===== config.mk =====
export PLATFORM = sky130hd
export DESIGN_NAME = serial_code_lock
export DESIGN_NICKNAME = d
export VERILOG_FILES = /design/src/rtl/serial_code_lock_pkg.sv /design/src/rtl/serial_code_lock_hold_timer.sv /design/src/rtl/serial_code_lock.sv
export SDC_FILE = /design/constraint.sdc
export NUM_CORES = 1
export LEC_CHECK = 0
export CAP_MARGIN = 20
export CELL_PAD_IN_SITES_DETAIL_PLACEMENT = 0
export CELL_PAD_IN_SITES_GLOBAL_PLACEMENT = 1
export CORE_MARGIN = 4
export CORE_UTILIZATION = 30
export CTS_BUF_LIST = sky130_fd_sc_hd__clkbuf_4
export CTS_CLUSTER_DIAMETER = 40
export CTS_CLUSTER_SIZE = 16
export DETAILED_ROUTE_END_ITERATION = 7
export MAX_ROUTING_LAYER = met4
export PLACE_DENSITY = 0.69
export SLEW_MARGIN = 0
export SYNTH_ARGS = -nofsm -noshare
export SYNTH_HDL_FRONTEND = slang
export SYNTH_SLANG_ARGS = --single-unit

===== constraint.sdc =====
create_clock -name clk -period 3.8 [get_ports clk]
set_input_delay 0.38 -clock clk [delete_from_list [all_inputs] [get_ports clk]]
set_output_delay 0.38 -clock clk [all_outputs]
set_load 0.01 [all_outputs]

===== src/rtl/serial_code_lock_pkg.sv =====
// Shared definitions for the serial code lock: state encodings and a
// constant clog2 used to size counters in sibling blocks.
package serial_code_lock_pkg;

  typedef enum logic [1:0] {
    ST_COLLECT  = 2'b00,
    ST_UNLOCKED = 2'b01,
    ST_ERROR    = 2'b10,
    ST_LOCKOUT  = 2'b11
  } state_e;

  function automatic int clog2(input int v);
    int r;
    r = 0;
    while ((1 << r) < v) r++;
    return r;
  endfunction

  function automatic int max2(input int a, input int b);
    return (a > b) ? a : b;
  endfunction

endpackage


===== src/rtl/serial_code_lock_hold_timer.sv =====
// Loadable down-counter; done is high while the count is zero. Shared by
// the error hold window and the lockout window.
module hold_timer #(
  parameter int W = 4
) (
  input  logic         clk,
  input  logic         resetn,
  input  logic         load,
  input  logic [W-1:0] value,
  output logic         done
);

  logic [W-1:0] cnt_q, cnt_d;

  always_comb begin
    cnt_d = cnt_q;
    if (load)
      cnt_d = value;
    else if (cnt_q != '0)
      cnt_d = cnt_q - 1'b1;
  end

  always_ff @(posedge clk or negedge resetn) begin
    if (!resetn) cnt_q <= '0;
    else         cnt_q <= cnt_d;
  end

  assign done = (cnt_q == '0);

endmodule


===== src/rtl/serial_code_lock.sv =====
// Parametrised serial combination lock with error hold, consecutive
// failure counting and timed lockout; code reprogrammable while unlocked.
//
// state       | meaning
// ------------+-----------------------------------------------------
// ST_COLLECT  | comparing valid bits against code_reg, MSB first
// ST_UNLOCKED | code accepted; 1 relocks, prog_en reloads code
// ST_ERROR    | wrong bit seen; held for ERR_CYCLES cycles
// ST_LOCKOUT  | MAX_FAILS consecutive failures; held LOCKOUT_CYCLES
module serial_code_lock
  import serial_code_lock_pkg::*;
#(
  parameter int                  CODE_LEN       = 7,
  parameter logic [CODE_LEN-1:0] CODE           = 7'b1011000,
  parameter int                  ERR_CYCLES     = 2,
  parameter int                  MAX_FAILS      = 3,
  parameter int                  LOCKOUT_CYCLES = 16
) (
  input  logic                              clk,
  input  logic                              resetn,
  input  logic                              in_valid,
  input  logic                              in_bit,
  input  logic                              prog_en,
  input  logic [CODE_LEN-1:0]               new_code,
  output logic                              unlock,
  output logic                              error,
  output logic                              lockout,
  output logic [clog2(MAX_FAILS+1)-1:0]     fail_count
);

  localparam int FW = clog2(MAX_FAILS + 1);
  localparam int TW = clog2(max2(ERR_CYCLES, LOCKOUT_CYCLES) + 1);
  localparam int IW = (CODE_LEN > 1) ? clog2(CODE_LEN) : 1;

  localparam logic [TW-1:0] ERR_LOAD  = TW'(ERR_CYCLES - 1);
  localparam logic [TW-1:0] LOCK_LOAD = TW'(LOCKOUT_CYCLES - 1);
  localparam logic [FW-1:0] FAIL_MAX  = FW'(MAX_FAILS);
  localparam logic [IW-1:0] IDX_LAST  = IW'(CODE_LEN - 1);

  state_e                state_q, state_d;
  logic [IW-1:0]         idx_q, idx_d;
  logic [FW-1:0]         fail_q, fail_d;
  logic [CODE_LEN-1:0]   code_q, code_d;
  logic [CODE_LEN-1:0]   code_rev;
  logic                  tmr_load;
  logic [TW-1:0]         tmr_val;
  logic                  tmr_done;

  // Bit-reverse so idx addresses the code in entry order (MSB first).
  always_comb begin
    code_rev = '0;
    for (int i = 0; i < CODE_LEN; i++)
      code_rev[i] = code_q[CODE_LEN-1-i];
  end

  hold_timer #(.W(TW)) u_hold_timer (
    .clk    (clk),
    .resetn (resetn),
    .load   (tmr_load),
    .value  (tmr_val),
    .done   (tmr_done)
  );

  always_comb begin
    state_d  = state_q;
    idx_d    = idx_q;
    fail_d   = fail_q;
    code_d   = code_q;
    tmr_load = 1'b0;
    tmr_val  = '0;
    case (state_q)
      ST_COLLECT: begin
        if (in_valid) begin
          if (in_bit == code_rev[idx_q]) begin
            if (idx_q == IDX_LAST) begin
              state_d = ST_UNLOCKED;
              idx_d   = '0;
              fail_d  = '0;
            end else begin
              idx_d = idx_q + 1'b1;
            end
          end else begin
            state_d  = ST_ERROR;
            idx_d    = '0;
            tmr_load = 1'b1;
            tmr_val  = ERR_LOAD;
            if (fail_q != FAIL_MAX) fail_d = fail_q + 1'b1;
          end
        end
      end
      ST_ERROR: begin
        if (tmr_done) begin
          if (fail_q == FAIL_MAX) begin
            state_d  = ST_LOCKOUT;
            tmr_load = 1'b1;
            tmr_val  = LOCK_LOAD;
          end else begin
            state_d = ST_COLLECT;
          end
        end
      end
      ST_LOCKOUT: begin
        if (tmr_done) begin
          state_d = ST_COLLECT;
          fail_d  = '0;
          idx_d   = '0;
        end
      end
      ST_UNLOCKED: begin
        if (prog_en) code_d = new_code;
        if (in_valid && in_bit) begin
          state_d = ST_COLLECT;
          idx_d   = '0;
        end
      end
      default: begin
        state_d = ST_COLLECT;
        idx_d   = '0;
      end
    endcase
  end

  always_ff @(posedge clk or negedge resetn) begin
    if (!resetn) begin
      state_q <= ST_COLLECT;
      idx_q   <= '0;
      fail_q  <= '0;
      code_q  <= CODE;
    end else begin
      state_q <= state_d;
      idx_q   <= idx_d;
      fail_q  <= fail_d;
      code_q  <= code_d;
    end
  end

  assign unlock     = (state_q == ST_UNLOCKED);
  assign error      = (state_q == ST_ERROR);
  assign lockout    = (state_q == ST_LOCKOUT);
  assign fail_count = fail_q;

endmodule


Word-level counts from Yosys, hierarchy flattened --
Cells that the tools add are included.
Word-level totals: bits in registers 19, input port bits 12, output and inout port bits 5, word-level logic and storage cells 66
Operators by class: $add $sub $neg 3, $lt $le $gt $ge 1, equal/unequal tests 13, mux-type cells 33, reduce and logical (&&, ||, !) cells 11
Operators by type and width (count):
- $mux W2 | 11
- $mux W3 | 5
- $mux W5 | 2
- $reduce_and A5 Y1 | 2
- $pmux W3 S3 | 1
- $mux W4 | 2
- $pmux W2 S4 | 1
- $pmux W4 S2 | 1
- $mux W1 | 7
- $eq A2 B2 Y1 const B | 3
- $ne A2 B1 Y1 const B | 3
- $ne A3 B3 Y1 const B | 2
- $logic_not A5 Y1 | 1
- $reduce_bool A5 Y1 | 1
- $sub A5 B1 Y5 const B | 1
- $lt A3 B4 Y1 const B | 1
- $ne A2 B2 Y1 const B | 2
- $pmux W2 S2 | 1
- $reduce_and A4 Y1 | 1
- $reduce_bool A2 Y1 | 2
- $add A3 B1 Y3 const B | 1
- $bmux W1 S3 | 1
- $eq A3 B3 Y1 const B | 1
- $reduce_bool A3 Y1 | 1
- 7 further kinds | 7

Longest topological paths before layout --
Gate-level depths: netlist of run 1.
depth after elaboration 7, depth in mapped cells 8, gate-level depth less buffers 8

Hierarchy --
A second synthesis of run 1 with hierarchy kept.
Unflattened totals: cell total of the unflattened synthesis 110, area, all modules 1126.1 µm²
By module, submodules not included:
- serial_code_lock | instances 1, cells each 83, area each 847.1 µm², sequential area each 354.1 µm²
- hold_timer | instances 1, cells each 27, area each 279.0 µm², sequential area each 125.1 µm²

Worst setup path before layout of run 1 --
Ideal clock, no wire load.
kind reg-to-reg, start point register u_hold_timer.cnt_q[0], end point register fail_q[1] (netlist: fail_count[1]), setup time 125 ps, arrival 1991 ps, data required time 3675 ps, setup slack 1684 ps, stages on the path, launching flop included 8, path buffers 0, clock period less this slack 2116 ps, cell sequence dfrtp_1 -> inv_1 -> ha_1 -> or3b_1 -> nor2_2 -> nand2_1 -> a221o_1 -> mux2_4
On the way: word-level cells in the longest chain between the ends 3
RTL lines:
- from (decl) | line serial_code_lock_hold_timer.sv:13 | logic [W-1:0] cnt_q, cnt_d;
- from (signal assigned) | line serial_code_lock_hold_timer.sv:25 | else cnt_q <= cnt_d;
- $logic_not A5 Y1 | line serial_code_lock_hold_timer.sv:28 | assign done = (cnt_q == '0);
- $ne A2 B1 Y1 (no source line)
- $reduce_and A5 Y1 (no source line)
- to (signal assigned) | line serial_code_lock.sv:132 | fail_q <= fail_d;
- to (decl) | line serial_code_lock.sv:42 | logic [FW-1:0] fail_q, fail_d;
Every way passes these cells. A chain may end at the register's enable or synchronous reset.

Worst setup path in the final report of run 1 --
Ends and elaborated chain as after synthesis.

==> results of run 1 <==
==> kinds of logic after synthesis <==
family | after synthesis
mux | 14
xor+xnor | 6
buf+inv | 8
compound gates | 19
fa+ha+maj | 2
simple gates | 30
flops | 19
==> final timing paths <==
path	slack, ns	startpoint	cells past startpoint	end
worst max-delay path	1.45	u_hold_timer.cnt_q[0]	7	fail_count[1]
worst min-delay path	0.52	resetn	1	u_hold_timer.cnt_q[4]
worst max register to register	1.45	u_hold_timer.cnt_q[0]	7	fail_count[1]
worst min register to register	0.52	code_q[2]	1	code_q[2]
max in group asynchronous	2.74	resetn	1	idx_q[2]
min in group clk	0.52	code_q[2]	1	code_q[2]
==> per-stage QoR <==
step                std cells  hold slack (ns)  setup slack, ns
floorplan                  98          0.08441            1.684
global placement          157           0.4889            1.585
detailed placement        157           0.4966            1.493
CTS                       161           0.5221            1.471
global route              161           0.5472            1.367
finish                    161           0.5178            1.453
==> sequential cells by signal (all words and copies together), names as in the netlist <==
signal	flops
code_q	7
u_hold_timer.cnt_q	5
idx_q	3
fail_count	2
state_q	2
==> layout make-up <==
class	count	area [um^2]	area share
tap	46	57.56	0.04492
timing repair buffer	16	160.2	0.1250
sequential	19	479.2	0.3740
clock inverter	1	5.005	0.003906
multi-input combinational	71	538.0	0.4199
inverter	5	18.77	0.01465
clock buffer	3	22.52	0.01758
==> metal layers <==
layer  vias to the layer above  part of all wire
met5                         -                 0
met4                         0             0.013
met3                         4             0.058
met2                        16              0.45
met1                       374              0.48
li1                        383                 -
==> report_power, final <==
part           internal, uW  switching [uW]
Sequential              301            89.4
Clock                  39.4            69.1
Combinational           274             244
Total                   615             403
==> cell usage in the layout (no fill, tap or decap), types with 2 or more instances in the layout <==
cell type	n
nor2_1	10
o211ai_1	2
inv_1	5
mux2i_1	5
nor3_1	2
clkbuf_4	3
nand2_1	6
o31ai_1	3
mux2_4	2
nand3b_1	2
dfrtp_1	16
nand3_1	3
ha_1	2
clkdlybuf4s50_1	16
xnor2_1	5
mux2_2	7
o21ai_0	4
dfstp_2	3
==> cell usage after synthesis, types with 3 or more instances <==
master	n
o31ai_1	3
dfrtp_1	16
nand3_1	3
mux2_2	7
nand2_1	6
xnor2_1	5
inv_1	5
nor2_1	10
dfstp_2	3
o21ai_0	4
mux2i_1	5
==> metrics, run 1 <==
status finished clean; Sink Count 19; #FFs+latches synth 19; Final ANT Viol Nets 0; total CTS buffers 3; routed length per instance 12.59 um; post-synth top area cell dfrtp_1; Post-synth ARST share 1.000; initial antenna violation count 0; largest net degree at the start of global routing 20; Most Crowded Layer GR met2; first-pass GRT wire length between 3 and 4 mm; clock insertion delay at the later pin of the skew report 0.32 ns; worst hold path type primary input to asynchronous set/reset pin; Clock Skews 0.01985 ns; grt total ovfl 0; # setup viols final 0; post-synthesis cell count 98; Hold-fix buffers, CTS 0; placed cell area 0.001254 mm^2; die area roughly 0.0046 mm^2; synthesized-area fraction occupied by adder cells 0.02356; CORE AREA about 0.0034 mm^2; Netlist cell types 36; setup_tns 0 ns; final worst-path cycle share 0.6176; Top FF cell, synth dfrtp_1; Synth Area in Simple Gates 0.1413; Power Density between 700 and 800 mW/mm^2; Layout Cell Area excl Fill 0.001281 mm^2; Slew Viols, Final 0; fraction of layout instances using a drive strength above 1 0.1652; number of synthesized flops with an enable pin 0; clk slew on worst S/H paths 0.13 ns; Initial Util 0.3134; Crit-path slowest cell dfrtp_1; WP data required 4.02 ns; net count of the mapped netlist 112; Global Route Usage Sum 0.1053; largest stage delay on the critical path 0.40 ns; kind of critical path register to register; crit-path cells inv_1 -> ha_1 -> or3b_1 -> nor2_2 -> nand2_1 -> a221o_1 -> mux2_4; leak pwr about 0.00053 uW; final critical path time including I/O delays and setup around 2.3 ns; postcts setup bufs 0; crit start category register; Post-Syn Area approximately 0.0011 mm^2; final WL between 2 and 2.5 mm; RSZ-0062 raised after global routing false; Final Wtd Congestion 0.8195; row cnt 21; vias in the first global route 824; port buffer count 16; final hold vios 0; largest family of logic cells by synthesized area multiplexers; met2 GRT Util 0.1652; nets@finish between 100 and 150; final core occ 0.3780; Worst slew margin 0.4420; register area share after synthesis 0.4511; I/O pin cnt 17; f_max 0.4261 GHz; Crit path buffers/inverters 1; met3 global-route usage 0.04160; CTS tree yes; # resized after CTS 0; Worst Tran Pin Value 0.8344 ns; Die W 67.51 um; filler instances 342; H-tree levels 1; CTS max path bufs 2; GR Util met1 0.1211; CP top delay family simple AND/OR/NAND/NOR gates; total number of vias a little under 800; Worst Path Max Fanout 9; multiplexer share of the synthesized area 0.1496; Warnings, synthesis 0; worst path arrival time 2.57 ns; DRT iter0 DRCs 28; Critical Path Sink Type register; Synth area leaders dfrtp_1, dfstp_2, mux2_2; Post-Synth XOR/XNOR Area 0.04947; drt first pass iters 2; Remaining DRCs 0; Die Y 67.51 um; power consumption 1018 uW; number of max-cap violations 0; CTS root buf clkbuf_4; Ant. Diodes 0; maximum vdd drop 0.0003407 V; synth-to-layout area growth 20.61%; fraction of the mapped netlist area in compound gates 0.1425; DP HPWL 1.566 mm; Synth top area share 0.3769; drt via density approximately 4.8; post-synthesis area per instance 10.84 um^2
(Power assumes the default switching activity.)
==> run 2, diff against run 1 <==
PLACE_DENSITY = 0.71   (was 0.69)
clock period = 2.1 ns   (was 3.8 ns; I/O delays follow)
==> metrics, run 2 (same netlist as run 1, synthesis figures left out) <==
Slew Viols, Final 0; max reg flops 7; Crit-path slowest cell dfrtp_1; f_max 0.4882 GHz; internal power 1203 uW; Remaining DRCs 0; final worst-path cycle share 0.9754; H-tree levels 1; R2R Setup Slk 0.05 ns; # setup viols final 0; drt first pass iters 4; Crit Reg-Reg Startpoint u_hold_timer.cnt_q[0]; final hold vios 0; number of max-cap violations 0; CTS root buf clkbuf_4; Worst Path Max Fanout 2; synth-to-layout area growth 25.79%; filler instances ~330; initial antenna violation count 0; total number of vias between 700 and 800; Worst slew margin 0.7252; Global Route Usage Sum 0.1090; biggest regs code_q x7, u_hold_timer.cnt_q x5, idx_q x3; Initial Util 0.3134; crit start category register; placed cell area roughly 0.0013 mm^2; setup_tns 0 ns; Die W 67.51 um; fraction of layout instances using a drive strength above 1 0.2149; Ant. Diodes 0; vias in the first global route 861; Clk pwr share 0.103; die area 0.004557 mm^2; clock insertion delay at the later pin of the skew report 0.30 ns; Critical Path Sink Type register; final worst slack about 0.052 ns; Psw 744.7 uW; final WL 2.090 mm; RSZ-0062 raised after global routing true; Sink Count 19; Final ANT Viol Nets 0; combinational fraction of design power 0.538; CTS tree yes; maximum vdd drop about 0.00065 V; total CTS buffers 3; Final Non-Filler Cells 167; WP data required 2.30 ns; grt total ovfl 0; Final Wtd Congestion 0.7890; Power Density approximately 1500 mW/mm^2; DRT iter0 DRCs 30; crit-path cells inv_1 -> ha_1 -> or3b_4 -> nor2_4 -> nand2_1 -> a221o_1 -> mux2_4; row cnt 21; Reg2Reg Depth 7; leak pwr 0.0005615 uW; Top reg by flops code_q; Layout Cell Area excl Fill between 0.001 and 0.0015 mm^2; drt via density approximately 4.8; r2r endpoint fail_count[1]; clk slew on worst S/H paths 0.11 ns; dpl cells 163; switch share 0.3823; DP HPWL 1.600 mm; worst path arrival time 2.25 ns; most frequent cells in the layout dfrtp_1, clkdlybuf4s50_1, nor2_1; kind of critical path register to register; status finished clean; Worst Tran Pin Value roughly 0.41 ns; Hold-fix buffers, CTS 0; CORE AREA roughly 0.0034 mm^2; largest stage delay on the critical path about 0.40 ns; Die Y 67.51 um; first-pass GRT wire length 3.712 mm; Min Hold Slack 0.2329 ns; largest net degree at the start of global routing 20; worst hold path type primary input to asynchronous set/reset pin; CTS max path bufs 2; Clock Skews 0.01133 ns; port buffer count 16; I/O pin cnt 17; nets@finish 136; routed length per instance 12.51 um; final critical path time including I/O delays and setup 2.048 ns; Place WS slightly above 0.06 ns; Sequential Power Share 0.359
[run 2: cell types whose count changed in the layout (fill, tap and decap cells not counted)]
| cell | previous run | this run |
|---|---|---|
| buf_4 | 0 | 6 |
| clkbuf_4 | 3 | 4 |
| clkinv_2 | 1 | 0 |
| nor2_2 | 1 | 0 |
| nor2_4 | 0 | 1 |
| or3b_1 | 1 | 0 |
| or3b_4 | 0 | 1 |
[run 2: power by group through the flow]
stage	combinational, uW	clock [uW]	sequential [uW]
global placement	1020	0	699
CTS	1050	217	698
finish	1050	201	699
global route	1180	226	721
detailed placement	1040	0	704
floorplan	808	0	639
[run 2: worst max-delay path by stage]
stage | from | to | depth (start not counted)
2_1_floorplan | u_hold_timer.cnt_q[0] | fail_count[1] | 7
3_3_place_gp | idx_q[0] | fail_count[1] | 6
3_5_place_dp | u_hold_timer.cnt_q[0] | fail_count[1] | 7
4_1_cts | u_hold_timer.cnt_q[0] | fail_count[1] | 7
5_1_grt | idx_q[0] | u_hold_timer.cnt_q[2] | 7
6_report | u_hold_timer.cnt_q[0] | fail_count[1] | 7
[run 2: timing repair]
action / in CTS / in global routing
buffers inserted: 0 / 0
endpoints found under the setup margin: 0 / 2
gates resized for setup: 0 / 1
[run 2: cell type report]
type | instances | area [um^2] | area share
inverters | 5 | 18.77 | 0.01404
flip-flops and latches | 19 | 479.2 | 0.3586
repair buffers | 22 | 205.2 | 0.1536
well taps | 46 | 57.56 | 0.04307
clock buffers | 4 | 30.03 | 0.02247
multi-input cells | 71 | 545.5 | 0.4082
[run 2: critical path: cells and delay by family (launching register included)]
kind / cells / cell delay (ns)
buffers and inverters: 1 / 0.09
AO/OA/AOI/OAI: 1 / 0.37
adder cells (fa/ha/maj): 1 / 0.19
AND/OR/NAND/NOR: 3 / 0.58
flip-flops: 1 / 0.40
multiplexers: 1 / 0.31
[run 2: routing by layer]
layer / routed length (um) / track usage
met3: 82 / 0.03993
met4: 0 / 0.007595
met2: 1069 / 0.1883
met5: 0 / -
met1: 939 / 0.1256
[run 2: per-stage QoR]
stage | util | power (uW)
6_report | 0.3942 | 1948
5_1_grt | 0.3942 | 2126
4_1_cts | 0.3935 | 1965
3_5_place_dp | 0.3846 | 1749
3_3_place_gp | 0.3846 | 1720
2_1_floorplan | - | 1447
